--- src/rtl/pipe_ctrl_pkg.sv ---
// Shared pipeline-control definitions.
// Holds the controller FSM state encodings and the constants that size its
// counters, so the hazard unit, the controller and any future stage logic
// agree on the same values.
package pipe_ctrl_pkg;

    typedef enum logic [1:0] {
        ST_RUN        = 2'd0,
        ST_DIV_WAIT   = 2'd1,
        ST_MEM_WAIT   = 2'd2,
        ST_TRAP_FLUSH = 2'd3
    } pipe_state_t;

    // Consecutive dmem_busy cycles after which mem_timeout is raised.
    localparam logic [7:0] MEM_TIMEOUT = 8'd255;

    // Last value of the trap-flush counter; the flush therefore lasts two cycles.
    localparam logic [1:0] FLUSH_LAST = 2'd1;

endpackage

--- src/rtl/pipe_ctrl_hazard_detect.sv ---
// hazard_detect: purely combinational load-use hazard compare.
// Ports:
//   i_exValid, i_exIsLoad  execute slot holds a real load
//   i_exRd                 execute-stage destination register
//   i_idRs1, i_idRs2       decode-stage source registers
//   i_idUseRs1, i_idUseRs2 decode actually reads the corresponding source
//   o_loadUse              decode depends on the load currently in execute
module hazard_detect
    import pipe_ctrl_pkg::*;
(
    input  logic       i_exValid,
    input  logic       i_exIsLoad,
    input  logic [4:0] i_exRd,
    input  logic [4:0] i_idRs1,
    input  logic [4:0] i_idRs2,
    input  logic       i_idUseRs1,
    input  logic       i_idUseRs2,
    output logic       o_loadUse
);

    logic w_rs1Hit;
    logic w_rs2Hit;

    assign w_rs1Hit = i_idUseRs1 && (i_idRs1 == i_exRd);
    assign w_rs2Hit = i_idUseRs2 && (i_idRs2 == i_exRd);

    // x0 is hard-wired zero, so a load into it never creates a dependency.
    assign o_loadUse = i_exValid && i_exIsLoad && (i_exRd != 5'd0) && (w_rs1Hit || w_rs2Hit);

endmodule

--- src/rtl/pipe_ctrl.sv ---
// pipe_ctrl: five-stage pipeline stall/bubble controller.
// Ports:
//   clk, rst (synchronous, active-high)
//   id_rs1/id_rs2/id_use_rs1/id_use_rs2   decode-stage source operands
//   ex_rd/ex_is_load/ex_valid             execute-stage instruction info
//   ex_redirect                           mispredict resolved in execute
//   div_start/div_done                    multi-cycle divider handshake
//   dmem_busy                             data memory not ready
//   wb_trap                               trap/mret taken at writeback
//   regX_stall / regX_bubble              per-stage pipeline register controls
//   state                                 current FSM state
//   mem_timeout                           one-cycle pulse on the 255th busy cycle
//   stall_cycles                          free-running count of fetch-stall cycles
module pipe_ctrl
    import pipe_ctrl_pkg::*;
(
    input  logic        clk,
    input  logic        rst,
    input  logic [4:0]  id_rs1,
    input  logic [4:0]  id_rs2,
    input  logic        id_use_rs1,
    input  logic        id_use_rs2,
    input  logic [4:0]  ex_rd,
    input  logic        ex_is_load,
    input  logic        ex_valid,
    input  logic        ex_redirect,
    input  logic        div_start,
    input  logic        div_done,
    input  logic        dmem_busy,
    input  logic        wb_trap,
    output logic        regF_stall,
    output logic        regD_stall,
    output logic        regE_stall,
    output logic        regM_stall,
    output logic        regW_stall,
    output logic        regD_bubble,
    output logic        regE_bubble,
    output logic        regM_bubble,
    output logic        regW_bubble,
    output logic [1:0]  state,
    output logic        mem_timeout,
    output logic [31:0] stall_cycles
);

    pipe_state_t r_state;
    pipe_state_t r_savedState;
    logic [1:0]  r_flushCnt;
    logic [7:0]  r_waitCnt;
    logic [31:0] r_stallCycles;

    pipe_state_t w_stateNext;
    pipe_state_t w_savedNext;
    pipe_state_t w_effState;
    logic [1:0]  w_flushCntNext;
    logic        w_loadUse;
    logic        w_stallF, w_stallD, w_stallE, w_stallM;
    logic        w_bubD, w_bubE, w_bubM, w_bubW;

    hazard_detect u_hazard (
        .i_exValid  (ex_valid),
        .i_exIsLoad (ex_is_load),
        .i_exRd     (ex_rd),
        .i_idRs1    (id_rs1),
        .i_idRs2    (id_rs2),
        .i_idUseRs1 (id_use_rs1),
        .i_idUseRs2 (id_use_rs2),
        .o_loadUse  (w_loadUse)
    );

    // Once memory releases, the cycle behaves as the state that was interrupted,
    // so a divide in flight keeps stalling without a dead RUN cycle in between.
    assign w_effState = (r_state == ST_MEM_WAIT) ? r_savedState : r_state;

    always_comb begin
        w_stateNext    = r_state;
        w_savedNext    = r_savedState;
        w_flushCntNext = r_flushCnt;
        w_stallF = 1'b0;
        w_stallD = 1'b0;
        w_stallE = 1'b0;
        w_stallM = 1'b0;
        w_bubD   = 1'b0;
        w_bubE   = 1'b0;
        w_bubM   = 1'b0;
        w_bubW   = 1'b0;

        if (rst) begin
            w_bubD = 1'b1;
            w_bubE = 1'b1;
            w_bubM = 1'b1;
            w_bubW = 1'b1;
        end else if (wb_trap) begin
            // A trap abandons any divide or memory wait in progress.
            w_bubD         = 1'b1;
            w_bubE         = 1'b1;
            w_bubM         = 1'b1;
            w_bubW         = 1'b1;
            w_stateNext    = ST_TRAP_FLUSH;
            w_savedNext    = ST_RUN;
            w_flushCntNext = 2'd0;
        end else if (r_state == ST_TRAP_FLUSH) begin
            // The flush runs its fixed length; a busy memory only freezes the
            // front and the memory stage meanwhile.
            w_bubD = 1'b1;
            w_bubE = 1'b1;
            if (dmem_busy) begin
                w_stallF = 1'b1;
                w_stallM = 1'b1;
                w_bubW   = 1'b1;
            end
            if (r_flushCnt == FLUSH_LAST) begin
                w_stateNext    = ST_RUN;
                w_flushCntNext = 2'd0;
            end else begin
                w_flushCntNext = r_flushCnt + 2'd1;
            end
        end else if (dmem_busy) begin
            w_stallF    = 1'b1;
            w_stallD    = 1'b1;
            w_stallE    = 1'b1;
            w_stallM    = 1'b1;
            w_bubW      = 1'b1;
            w_stateNext = ST_MEM_WAIT;
            if (r_state != ST_MEM_WAIT) begin
                w_savedNext = (r_state == ST_DIV_WAIT) ? ST_DIV_WAIT : ST_RUN;
            end
        end else if (w_effState == ST_DIV_WAIT) begin
            w_stallF    = 1'b1;
            w_stallD    = 1'b1;
            w_stallE    = 1'b1;
            w_bubM      = 1'b1;
            w_stateNext = div_done ? ST_RUN : ST_DIV_WAIT;
        end else begin
            // A divide finishing in its issue cycle never needs to wait.
            w_stateNext = (div_start && !div_done) ? ST_DIV_WAIT : ST_RUN;
            if (ex_redirect) begin
                w_bubD = 1'b1;
                w_bubE = 1'b1;
            end else if (w_loadUse) begin
                w_stallF = 1'b1;
                w_stallD = 1'b1;
                w_bubE   = 1'b1;
            end
        end
    end

    // A bubble overrides a stall on the same stage register.
    assign regF_stall  = w_stallF;
    assign regD_stall  = w_stallD && !w_bubD;
    assign regE_stall  = w_stallE && !w_bubE;
    assign regM_stall  = w_stallM && !w_bubM;
    assign regW_stall  = 1'b0;
    assign regD_bubble = w_bubD;
    assign regE_bubble = w_bubE;
    assign regM_bubble = w_bubM;
    assign regW_bubble = w_bubW;

    assign state        = r_state;
    assign stall_cycles = r_stallCycles;

    // Raised during the busy cycle that takes the counter to the limit; the
    // counter then saturates, so the pulse cannot repeat within one busy run.
    assign mem_timeout = !rst && dmem_busy && (r_waitCnt == MEM_TIMEOUT - 8'd1);

    always_ff @(posedge clk) begin
        if (rst) begin
            r_state       <= ST_RUN;
            r_savedState  <= ST_RUN;
            r_flushCnt    <= 2'd0;
            r_waitCnt     <= 8'd0;
            r_stallCycles <= 32'd0;
        end else begin
            r_state       <= w_stateNext;
            r_savedState  <= w_savedNext;
            r_flushCnt    <= w_flushCntNext;
            r_stallCycles <= r_stallCycles + {31'd0, regF_stall};
            if (!dmem_busy) begin
                r_waitCnt <= 8'd0;
            end else if (r_waitCnt != MEM_TIMEOUT) begin
                r_waitCnt <= r_waitCnt + 8'd1;
            end
        end
    end

endmodule

--- config.mk ---
export PLATFORM = sky130hd
export DESIGN_NAME = pipe_ctrl
export DESIGN_NICKNAME = d
export VERILOG_FILES = /design/src/rtl/pipe_ctrl_pkg.sv /design/src/rtl/pipe_ctrl_hazard_detect.sv /design/src/rtl/pipe_ctrl.sv
export SDC_FILE = /design/constraint.sdc
export NUM_CORES = 1
export LEC_CHECK = 0
export BUFFER_PORTS_ARGS = -buffer_cell sky130_fd_sc_hd__buf_2
export CAP_MARGIN = 5
export CORE_ASPECT_RATIO = 1.4
export CORE_MARGIN = 8
export CORE_UTILIZATION = 45
export DETAILED_ROUTE_END_ITERATION = 12
export PLACE_DENSITY = 0.77
export SYNTH_ARGS = -nofsm -noshare
export SYNTH_HDL_FRONTEND = slang
export SYNTH_SLANG_ARGS = --single-unit
--- constraint.sdc ---
create_clock -name clk -period 3.7 [get_ports clk]
set_input_delay 0.37 -clock clk [delete_from_list [all_inputs] [get_ports clk]]
set_output_delay 0.37 -clock clk [all_outputs]
set_load 0.03 [all_outputs]
==> results of run 1 <==
worst register-to-register path, delay by kind of cell, from the launching register on:
| family | cells | cell delay [ns] |
|---|---|---|
| and+or+nand+nor | 5 | 1.96 |
| DFF | 1 | 0.37 |
| AOI/OAI and AO/OA | 3 | 0.45 |
| adders and majority gates | 2 | 0.49 |
power groups by stage:
stage               Clock, mW  Sequential [mW]  Combinational [mW]
floorplan                   0            0.509              0.0462
global placement            0            0.504              0.0814
detailed placement          0            0.505              0.0831
CTS                     0.399            0.493              0.0835
global route            0.414            0.494              0.0916
finish                  0.389            0.493              0.0822
cells in the mapped netlist (2+ instances only):
cell      count  area share (%)
nor2b_1       4             1.1
or2_2         2            0.53
nor2_1       28             4.5
ha_1          4             2.1
a31o_2        2            0.74
a211oi_1      3            0.96
nor3_1        5             1.1
and4_1        5             1.9
and3_1        9             2.4
mux2_2        2            0.96
inv_1         8             1.3
xnor2_1      14             5.2
or4_1         9             2.9
mux2i_1       2            0.85
a21oi_1      24             5.1
clkbuf_1      7             1.1
dfxtp_1      45              38
nor4_1        4             1.1
o31ai_1       7             2.2
nand4_1      11             2.9
nand3_1      12             2.5
xor2_1       13             4.8
or3_1         7             1.9
buf_1         2            0.32
o22ai_1       2            0.53
nand2b_1      3            0.80
o21ai_0      10             2.1
nand2_1      18             2.9
cell families (layout without fill, tap and decap cells):
group                    after synthesis  in the layout  share of synthesized area, %
adder cells (fa/ha/maj)                4              4                          2.12
multiplexers                           4              4                          1.81
flip-flops                            45             45                          38.2
AND/OR/NAND/NOR                      126            126                          30.1
buffers and inverters                 20             85                          3.72
other                                  1              1                         0.159
AO/OA/AOI/OAI                         54             54                          13.8
XOR/XNOR                              27             27                          10.0
routing by layer:
layer	global-route usage, %	vias to the layer above	routed length, um
met5	0	-	0
met4	6.71	0	87
met3	6.22	7	473
met2	25.7	61	2900
met1	14.8	1064	2280
li1	-	1144	-
layout make-up:
type / instances / area (sq um)
flip-flops and latches: 45 / 901
repair buffers: 69 / 348
clock inverters: 2 / 37.5
well taps: 66 / 82.6
clock buffers: 6 / 82.6
inverters: 8 / 30.0
multi-input cells: 216 / 1370
fillers: 510 / 2270
per-stage QoR:
step	power (mW)	hold slack, ns	instance area [sq um]	worst slack (ns)
final	0.964	0.356	2850	0.371
after global routing	1.00	0.381	2850	0.126
after CTS	0.976	0.352	2850	0.344
after detailed placement	0.588	0.441	2730	0.193
after global placement	0.586	0.426	2730	0.298
after floorplan	0.555	0.416	2360	0.145
flip-flops by register name (all words and copies together), names as in the netlist:
signal        flops
r_flushCnt        2
stall_cycles     32
state             2
r_savedState      1
r_waitCnt         8
layout by cell type, fill, tap and decap left out, types with 7 or more instances in the layout:
cell type / synthesis / final
buf_2: 1 / 68
dfxtp_1: 45 / 45
nor2_1: 28 / 28
a21oi_1: 24 / 24
nand2_1: 18 / 18
xnor2_1: 14 / 14
xor2_1: 13 / 13
nand3_1: 12 / 12
nand4_1: 11 / 11
o21ai_0: 10 / 10
or4_1: 9 / 9
and3_1: 9 / 9
inv_1: 8 / 8
or3_1: 7 / 7
o31ai_1: 7 / 7
worst min-delay path by stage:
stage                               start                          to  depth (start not counted)
5_1_grt                           wb_trap       state[1]$_SDFFE_PP0P_                          3
3_5_place_dp   r_flushCnt[1]$_SDFFE_PP0P_  r_flushCnt[1]$_SDFFE_PP0P_                          2
4_1_cts                           wb_trap       state[1]$_SDFFE_PP0P_                          3
3_3_place_gp   r_flushCnt[1]$_SDFFE_PP0P_  r_flushCnt[1]$_SDFFE_PP0P_                          2
6_report                          wb_trap       state[1]$_SDFFE_PP0P_                          3
2_1_floorplan  r_flushCnt[1]$_SDFFE_PP0P_  r_flushCnt[1]$_SDFFE_PP0P_                          2
==> Implementation_results.wiki, run 1 <==
{| class="wikitable"
! Metric !! Value
|-
| Clock tree root driver cell || clkbuf_8
|-
| Fraction of power spent switching nets || a little under a quarter
|-
| DRC violation count after routing || 0
|-
| Max incr delay on CP || a little under 0.8 ns
|-
| Worst flop-to-flop path endpoint || stall_cycles[26]$_SDFF_PP0_
|-
| TritonCTS clock tree || done
|-
| Core footprint || 5120 sq um
|-
| Status || complete, no violations
|-
| Dpl hpwl || approximately 4400 um
|-
| Antenna diode instance count || 0
|-
| Count of final max-slew check failures || 0
|-
| Endpoint class of the critical path || register
|-
| Async SR Flop Fraction || 0%
|-
| Die height || around 100 um
|-
| Mapped Cells || about 280
|-
| CP max-delay cell || or4_1
|-
| Global-route total usage across every layer || 14.7%
|-
| Worst voltage drop across the vdd grid || 0.204 mV
|-
| Seq/Total Area, Yosys || between 30% and 40%
|-
| Share of power burned in the clock network || just over 40%
|-
| NumNets Final || 375
|-
| CTS sink cnt || 45
|-
| Power density relative to cell area || 338 nW/um^2
|-
| Die X || a little under 80 um
|-
| Crit path to || stall_cycles[26]$_SDFF_PP0_
|-
| Quantity of hold-fixing buffers added after cts || 0
|-
| Number of ports placed on the die boundary || 70
|-
| Final wirelength || between 5000 and 6000 um
|-
| Fraction of layout instances using a drive strength above 1 || ~25%
|-
| Lkg Pwr || about 1.2 nW
|-
| Hold Fails Final Rpt || 0
|-
| Data arrival time of the critical path || 3.56 ns
|-
| Category of the worst setup path launch point || register
|-
| Clock H-tree levels || 2
|-
| CP Max Fanout || 17
|-
| Initial Utilization || between 40% and 50%
|-
| Clk_skew || about 0.0056 ns
|-
| Maximum buffer depth of the clock tree || 2
|-
| Pin slew with the least headroom to its limit || ~0.75 ns
|-
| Internal power || around 0.74 mW
|-
| Clock network latency to the later pin of the worst-skew pair || 0.30 ns
|-
| Final period util || between 80% and 90%
|-
| Maxcap violations || 0
|-
| Max Freq || ~300 MHz
|-
| Detailed-router iteration count before antenna repair || 4
|-
| Yosys Warn Count || 0
|-
| CTS-repair resized insts || 0
|-
| Post-CTS repair timing setup buffer count || 0
|-
| Total Die Area || around 7800 sq um
|-
| Placed Instances || 404
|-
| Fraction of power consumed by sequential logic || between 50% and 60%
|-
| Clock edge transition at the registers on the reported setup and hold paths || about 0.080 ns
|-
| Number of antenna violations at the first check in global routing || 0
|-
| Number of setup violations in the final report || 0
|-
| RD Place Congestion || 0.798
|-
| Drt wl/cell || 13.9 um
|-
| Post-Syn Nets || ~310
|-
| Antenna Nets Post-Route || 0
|-
| Fin crit period || around 3.3 ns
|-
| Total of buffers placed on input and output ports || slightly below 70
|-
| Register-to-Register Path Depth || 10
|-
| Count of state elements after synthesis || 45
|-
| Unrepaired setup endpoints after global routing || false
|-
| Worst setup startpoint || state[1]$_SDFFE_PP0P_
|-
| Number of stages on the worst setup path || 10
|-
| Cell area after synthesis || about 2400 sq um
|-
| Pin count of the biggest net entering global routing || 40
|-
| Dominant register cell in the synthesized netlist || dfxtp_1
|-
| Number of flops mapped to enable cells by yosys || 0
|-
| Reg-to-reg critical path startpoint || state[1]$_SDFFE_PP0P_
|-
| Syn_area_per_cell || ~8.4 sq um
|-
| Post-route insts no fill || slightly above 400
|-
| Number of global-route vias before repair || 2224
|-
| Power share of the combinational group || 8.5%
|-
| Number of distinct standard cells referenced by the synthesized netlist || 47
|-
| Global-route wire length before repair || just under 10000 um
|-
| Worst slew slack as a fraction of its limit || between 40% and 50%
|-
| Synthesis-to-layout area growth || 20.9%
|-
| Minimum setup slack among reg-to-reg paths || around 0.37 ns
|-
| Worst min-delay path category || in2reg
|-
| Detail-routed via count per cell || 5.52
|-
| Total buffers and inverters traversed by the critical path || 0
|-
| Total via count after detailed routing || between 2000 and 2500
|-
| Total net switching power || between 0.2 and 0.25 mW
|-
| Utilization after layout || approximately 56%
|-
| Site Rows || 31
|-
| Total negative slack for setup checks || 0 ns
|-
| First-iteration detailed-routing DRC count || 144
|-
| Global-route congestion overflow total || 0
|-
| Cell-by-cell trace of the critical path || nand2_1, o21ai_0, or3_1, o22ai_1, ha_1, ha_1, nand2_4, or4_1, or4_1, a21oi_1
|-
| Number of buffers inserted during clock tree synthesis || 5
|-
| Worst Path Required || between 3 and 4 ns
|-
| Cell family with the largest share of critical-path delay || simple AND/OR/NAND/NOR gates
|-
| WS Path Type || reg2reg
|}
(Power assumes the default switching activity.)
==> run 2: changes to the inputs <==
ABC_AREA = 1   (was unset)
PLACE_DENSITY = 0.76   (was 0.77)
==> Implementation_results.wiki, run 2 <==
{| class="wikitable"
! Metric !! Value
|-
| Status || complete, no violations
|-
| Most common cell after layout, fill and taps aside || nand2_1
|-
| Total of buffers placed on input and output ports || 68
|-
| Seq/Total Area, Yosys || 34.8%
|-
| Pin slew with the least headroom to its limit || approximately 0.50 ns
|-
| Most frequently used cell type in the post-synthesis netlist || nand2_1
|-
| Pin count of the biggest net entering global routing || 27
|-
| Fraction of layout instances using a drive strength above 1 || a little under a fifth
|-
| Number of flops mapped to enable cells by yosys || 0
|-
| Fin crit period || 2.50 ns
|-
| TritonCTS clock tree || done
|-
| DRC violation count after routing || 0
|-
| Die X || 80.1 um
|-
| Mapped Cells || 418
|-
| Site Rows || 32
|-
| Clock edge transition at the registers on the reported setup and hold paths || 0.08 ns
|-
| CP Max Fanout || 8
|-
| Fraction of the mapped netlist area in adder cells || under 10%
|-
| Detail-routed via count per cell || about 5.1
|-
| Lkg Pwr || about 1.3 nW
|-
| Number of antenna violations at the first check in global routing || 0
|-
| Number of buffers inserted during clock tree synthesis || 5
|-
| Post-CTS repair timing setup buffer count || 0
|-
| Global-route wire length before repair || ~12000 um
|-
| Largest area contributor in the netlist || dfxtp_1
|-
| Worst min-delay path category || in2reg
|-
| Clock network latency to the later pin of the worst-skew pair || roughly 0.3 ns
|-
| Flip-flop count of the largest register, all copies and words added || 32
|-
| Yosys Warn Count || 0
|-
| Clk_skew || between 0.01 and 0.015 ns
|-
| Die height || between 100 and 150 um
|-
| Clock tree root driver cell || clkbuf_8
|-
| Maximum buffer depth of the clock tree || 2
|-
| RD Place Congestion || roughly 0.95
|-
| Simple-gate area share of the yosys netlist || around two fifths
|-
| FILL cells || around 580
|-
| Initial Utilization || a little under half
|-
| Core footprint || ~5500 sq um
|-
| NumNets Final || approximately 520
|-
| Worst Path Required || ~4 ns
|-
| Maxcap violations || 0
|-
| Post-Synth XOR/XNOR Area || under 10%
|-
| Synthesis-to-layout area growth || 18.7%
|-
| Dominant register cell in the synthesized netlist || dfxtp_1
|-
| Total Die Area || roughly 8500 sq um
|-
| Cell area after synthesis || roughly 2600 sq um
|-
| Category of the worst setup path launch point || register
|-
| Endpoint class of the critical path || register
|-
| Worst voltage drop across the vdd grid || ~0.29 mV
|-
| Count of final max-slew check failures || 0
|-
| Count of state elements after synthesis || between 40 and 50
|-
| Combinational family with the most area after synthesis || simple AND/OR/NAND/NOR gates
|-
| Clock H-tree levels || 2
|-
| Final period util || between 60% and 70%
|-
| Final wirelength || about 7000 um
|-
| Hold Fails Final Rpt || 0
|-
| Post-Syn Nets || between 400 and 500
|-
| Async SR Flop Fraction || 0%
|-
| Drt wl/cell || 12.5 um
|-
| Number of setup violations in the final report || 0
|-
| Dpl hpwl || between 5000 and 6000 um
|-
| Worst slew slack as a fraction of its limit || 66.6%
|-
| Antenna Nets Post-Route || 0
|-
| Fraction of synthesized area in multiplexers || 0%
|-
| Commonest cells after routing, fill and taps aside || nand2_1 (128), nor2_1 (72), buf_2 (68)
|-
| CTS sink cnt || 45
|-
| Max Freq || approximately 400 MHz
|-
| WS Path Type || reg2reg
|-
| Commonest cells in the synthesized netlist || nand2_1 (128), nor2_1 (72), inv_1 (52)
|-
| Number of distinct standard cells referenced by the synthesized netlist || 30
|-
| Syn_area_per_cell || 6.18 sq um
|-
| Dominant cells by area after synthesis || dfxtp_1 (35%), nand2_1 (19%), nor2_1 (10%)
|-
| Number of global-route vias before repair || between 2000 and 3000
|-
| Antenna diode instance count || 0
|-
| First-iteration detailed-routing DRC count || between 100 and 150
|-
| Power density relative to cell area || approximately 290 nW/um^2
|-
| Utilization after layout || around 56%
|-
| Global-route total usage across every layer || between 10% and 20%
|-
| Global-route congestion overflow total || 0
|-
| Total via count after detailed routing || roughly 2800
|-
| Total negative slack for setup checks || 0 ns
|-
| Data arrival time of the critical path || about 2.7 ns
|-
| Detailed-router iteration count before antenna repair || 4
|-
| Unrepaired setup endpoints after global routing || false
|-
| Area share of the leading cell type in the synthesized netlist || between 30% and 40%
|-
| Quantity of hold-fixing buffers added after cts || 0
|-
| Number of ports placed on the die boundary || 70
|-
| Synth Area in Compound Gates || around an eighth
|-
| CTS-repair resized insts || 0
|}
run 2: changes by cell type after synthesis, sizes merged, moves of 10 or more:
cell / before / now
xnor2: 14 / 3
nand2: 19 / 130
xor2: 13 / 3
a21oi: 24 / 34
inv: 8 / 52
nor2: 28 / 82
run 2: layout make-up:
type | instances | area (sq um) | share of cell area (%)
inverters | 52 | 195 | 6.36
well taps | 68 | 85.1 | 2.77
flip-flops and latches | 45 | 901 | 29.4
clock inverters | 2 | 10.0 | 0.326
repair buffers | 68 | 340 | 11.1
multi-input cells | 316 | 1460 | 47.7
clock buffers | 6 | 72.6 | 2.37
run 2: report_power, final:
part / switching, mW / total, mW / internal [mW]
combinational: 0.0655 / 0.0976 / 0.0321
clock: 0.165 / 0.297 / 0.131
sequential: 0.00605 / 0.496 / 0.490
run 2: stage by stage:
| stage | setup WS [ns] | total power [mW] | instances | hold slack (ns) | instance area, sq um |
|---|---|---|---|---|---|
| 6_report | 1.20 | 0.890 | 557 | 0.313 | 3070 |
| 5_1_grt | 0.841 | 0.931 | 557 | 0.318 | 3070 |
| 4_1_cts | 1.21 | 0.894 | 557 | 0.312 | 3070 |
| 3_5_place_dp | 0.902 | 0.605 | 549 | 0.436 | 2990 |
| 3_3_place_gp | 0.997 | 0.603 | 549 | 0.425 | 2990 |
| 2_1_floorplan | 0.505 | 0.570 | 418 | 0.416 | 2580 |
run 2: cells by family (layout without fill, tap and decap cells):
family,count (synthesis),after routing
xor+xnor,6,6
flops,45,45
buf+inv,57,128
fa+ha+maj,4,4
other cells,1,1
simple gates,248,248
compound gates,57,57
run 2: final timing paths:
kind / from / to / slack, ns / cells past startpoint
max: state[1]$_SDFFE_PP0P_ / stall_cycles[24]$_SDFF_PP0_ / 1.20 / 14
max reg2reg: state[1]$_SDFFE_PP0P_ / stall_cycles[24]$_SDFF_PP0_ / 1.20 / 14
min: div_start / state[0]$_SDFFE_PP0P_ / 0.31 / 3
min reg2reg: r_flushCnt[1]$_SDFFE_PP0P_ / r_flushCnt[1]$_SDFFE_PP0P_ / 0.45 / 2
run 2: worst max-delay path: stages (launching register included):
cell and delay [ns]:
dfxtp_1 0.35, nand2_1 0.22, a21oi_1 0.19, nand2_1 0.13, o21ai_0 0.08, a21oi_1 0.18
ha_1 0.23, ha_1 0.22, nand2_1 0.10, nor2_1 0.15, nand3_2 0.16, nor2_2 0.15
nand2_1 0.09, nor2_1 0.10, nor2_1 0.05
run 2: routing by layer:
metal  track usage (%)  up-vias  wire length [um]
met5                 0        -                 0
met4              6.79        0               126
met3              4.85       13               476
met2              30.5       78              3580
met1              17.2     1277              2800
li1                  -     1458                 -
==> run 3: changes to the inputs <==
ABC_AREA = 0   (was 1)
PLACE_DENSITY = 0.8   (was 0.76)
clock period = 2 ns   (was 3.7 ns; I/O delays follow)
==> Implementation_results.wiki, run 3 (same netlist as run 1, synthesis figures left out) <==
{| class="wikitable"
! Metric !! Value
|-
| Lkg Pwr || about 1.5 nW
|-
| Detailed-router iteration count before antenna repair || 4
|-
| Flip-flop count of the largest register, all copies and words added || 32
|-
| Reg-to-reg critical path startpoint || state[0]$_SDFFE_PP0P_
|-
| Antenna Nets Post-Route || 0
|-
| Power share of the combinational group || 12.9%
|-
| Synthesis-to-layout area growth || 50.7%
|-
| Category of the worst setup path launch point || register
|-
| Worst voltage drop across the vdd grid || ~0.33 mV
|-
| Final period util || 131%
|-
| Clk_skew || between 0.006 and 0.007 ns
|-
| Hold Fails Final Rpt || 0
|-
| Total Die Area || 7840 sq um
|-
| Violated checks || negative setup slack
|-
| Drt wl/cell || about 16 um
|-
| Internal power || approximately 1.3 mW
|-
| FF/Latch Area || between 900 and 1000 sq um
|-
| Hold slack || roughly 0.26 ns
|-
| First-iteration detailed-routing DRC count || approximately 240
|-
| Fraction of power spent switching nets || 25.3%
|-
| Worst setup slack before clock tree synthesis || -0.738 ns
|-
| Total via count after detailed routing || 2576
|-
| Unrepaired setup endpoints after global routing || true
|-
| Number of buffers inserted during clock tree synthesis || 5
|-
| Instance area at placement || 3130 sq um
|-
| Number of global-route vias before repair || around 2600
|-
| DRC violation count after routing || 0
|-
| FILL cells || 412
|-
| Maximum buffer depth of the clock tree || 2
|-
| CTS sink cnt || 45
|-
| Most common cell after layout, fill and taps aside || buf_2
|-
| Endpoint class of the critical path || register
|-
| Worst setup startpoint || state[0]$_SDFFE_PP0P_
|-
| Data arrival time of the critical path || roughly 2.9 ns
|-
| Clock H-tree levels || 2
|-
| Number of setup violations in the final report || 32
|-
| Final design area excluding fillers || about 3600 sq um
|-
| Number of antenna violations at the first check in global routing || 0
|-
| Dpl hpwl || 5060 um
|-
| RD Place Congestion || 0.797
|-
| Clock network latency to the later pin of the worst-skew pair || 0.30 ns
|-
| Max incr delay on CP || roughly 0.50 ns
|-
| Power density relative to cell area || about 500 nW/um^2
|-
| CP Max Fanout || 6
|-
| Global-route congestion overflow total || 0
|-
| Core footprint || 5120 sq um
|-
| WS Path Type || reg2reg
|-
| Worst Setup Slack, final || -0.615 ns
|-
| Initial Utilization || 46.0%
|-
| Site Rows || 31
|-
| Area used by multi-input combinational logic || between 1500 and 2000 sq um
|-
| Total net switching power || between 0.4 and 0.5 mW
|-
| Start point of the worst hold path || wb_trap
|-
| Number of ports placed on the die boundary || 70
|-
| Quantity of hold-fixing buffers added after cts || 0
|-
| Commonest cells after routing, fill and taps aside || buf_2 (64), dfxtp_1 (43), buf_4 (38)
|-
| TritonCTS clock tree || done
|-
| Die X || between 70 and 80 um
|-
| Total of buffers placed on input and output ports || 68
|-
| Antenna diode instance count || 0
|-
| Cell-by-cell trace of the critical path || nand2_4, o21ai_4, or3_4, o22ai_4, ha_4, ha_4, nand2_4, or4_4, or4_4, a21oi_2
|-
| CP max-delay cell || or4_4
|-
| Max Freq || 382 MHz
|-
| Clock edge transition at the registers on the reported setup and hold paths || around 0.09 ns
|-
| NumNets Final || roughly 430
|-
| Worst Path Required || around 2.2 ns
|-
| Count of final max-slew check failures || 0
|-
| Worst min-delay path category || in2reg
|-
| Status || complete, but fails checks
|-
| Die height || just over 100 um
|-
| Pin count of the biggest net entering global routing || 40
|-
| Share of power burned in the clock network || a little over a third
|-
| Detail-routed via count per cell || about 5.6
|-
| Global-route wire length before repair || 12200 um
|-
| Global-route total usage across every layer || between 10% and 20%
|-
| Fraction of power consumed by sequential logic || approximately 52%
|-
| Fraction of layout instances using a drive strength above 1 || ~43%
|-
| Clock tree root driver cell || clkbuf_8
|-
| Fin crit period || 2.61 ns
|-
| Maxcap violations || 0
|-
| Final wirelength || roughly 7600 um
|}
-- run 3: final timing paths --
kind,end,slack (ns),depth (start not counted)
max reg2reg,stall_cycles[20]$_SDFF_PP0_,-0.61,10
min reg2reg,r_flushCnt[1]$_SDFFE_PP0P_,0.45,2
max,stall_cycles[20]$_SDFF_PP0_,-0.61,10
min,state[1]$_SDFFE_PP0P_,0.26,4
-- run 3: metrics by stage --
step | total power, mW | cells | TNS (ns) | utilization (%)
2_1_floorplan | 1.04 | 281 | -12.17 | -
3_3_place_gp | 1.12 | 440 | -12.40 | 61.1
3_5_place_dp | 1.13 | 440 | -13.98 | 61.1
4_1_cts | 1.77 | 463 | -10.18 | 68.4
5_1_grt | 1.84 | 464 | -13.42 | 69.4
6_report | 1.77 | 464 | -11.16 | 69.4
-- run 3: power groups by stage --
| stage | Combinational [mW] | Sequential [mW] | Clock [mW] |
|---|---|---|---|
| final | 0.228 | 0.913 | 0.628 |
| after global placement | 0.190 | 0.933 | 0 |
| after floorplan | 0.0937 | 0.944 | 0 |
| after detailed placement | 0.197 | 0.934 | 0 |
| after global routing | 0.244 | 0.915 | 0.683 |
| after CTS | 0.221 | 0.912 | 0.636 |
-- run 3: metal layers --
metal	track usage, %	part of all wire, %	vias up
li1	-	-	1257
met1	18.7	38	1208
met2	33.9	53	89
met3	5.68	6.0	22
met4	11.5	2.8	0
met5	0	0	-
-- run 3: layout make-up --
type	instances	share of cell area [%]
clock buffer	7	2.71
timing repair buffer	120	22.8
clock inverter	1	0.141
multi-input combinational	217	45.6
tap	66	2.33
inverter	8	0.846
sequential	45	25.6
-- run 3: critical path: cells and delay by family (launching register included) --
family          cells  cell delay (ns)
compound gates      3             0.35
fa+ha+maj           2             0.31
simple gates        5             1.52
flops               1             0.37
-- run 3: what timing repair did --
action | in CTS | in global routing
pin swaps | 19 | 8
setup endpoints to repair | 30 | 33
buffers inserted | 15 | 4
gates cloned | 1 | 0
resized for setup | 37 | 11
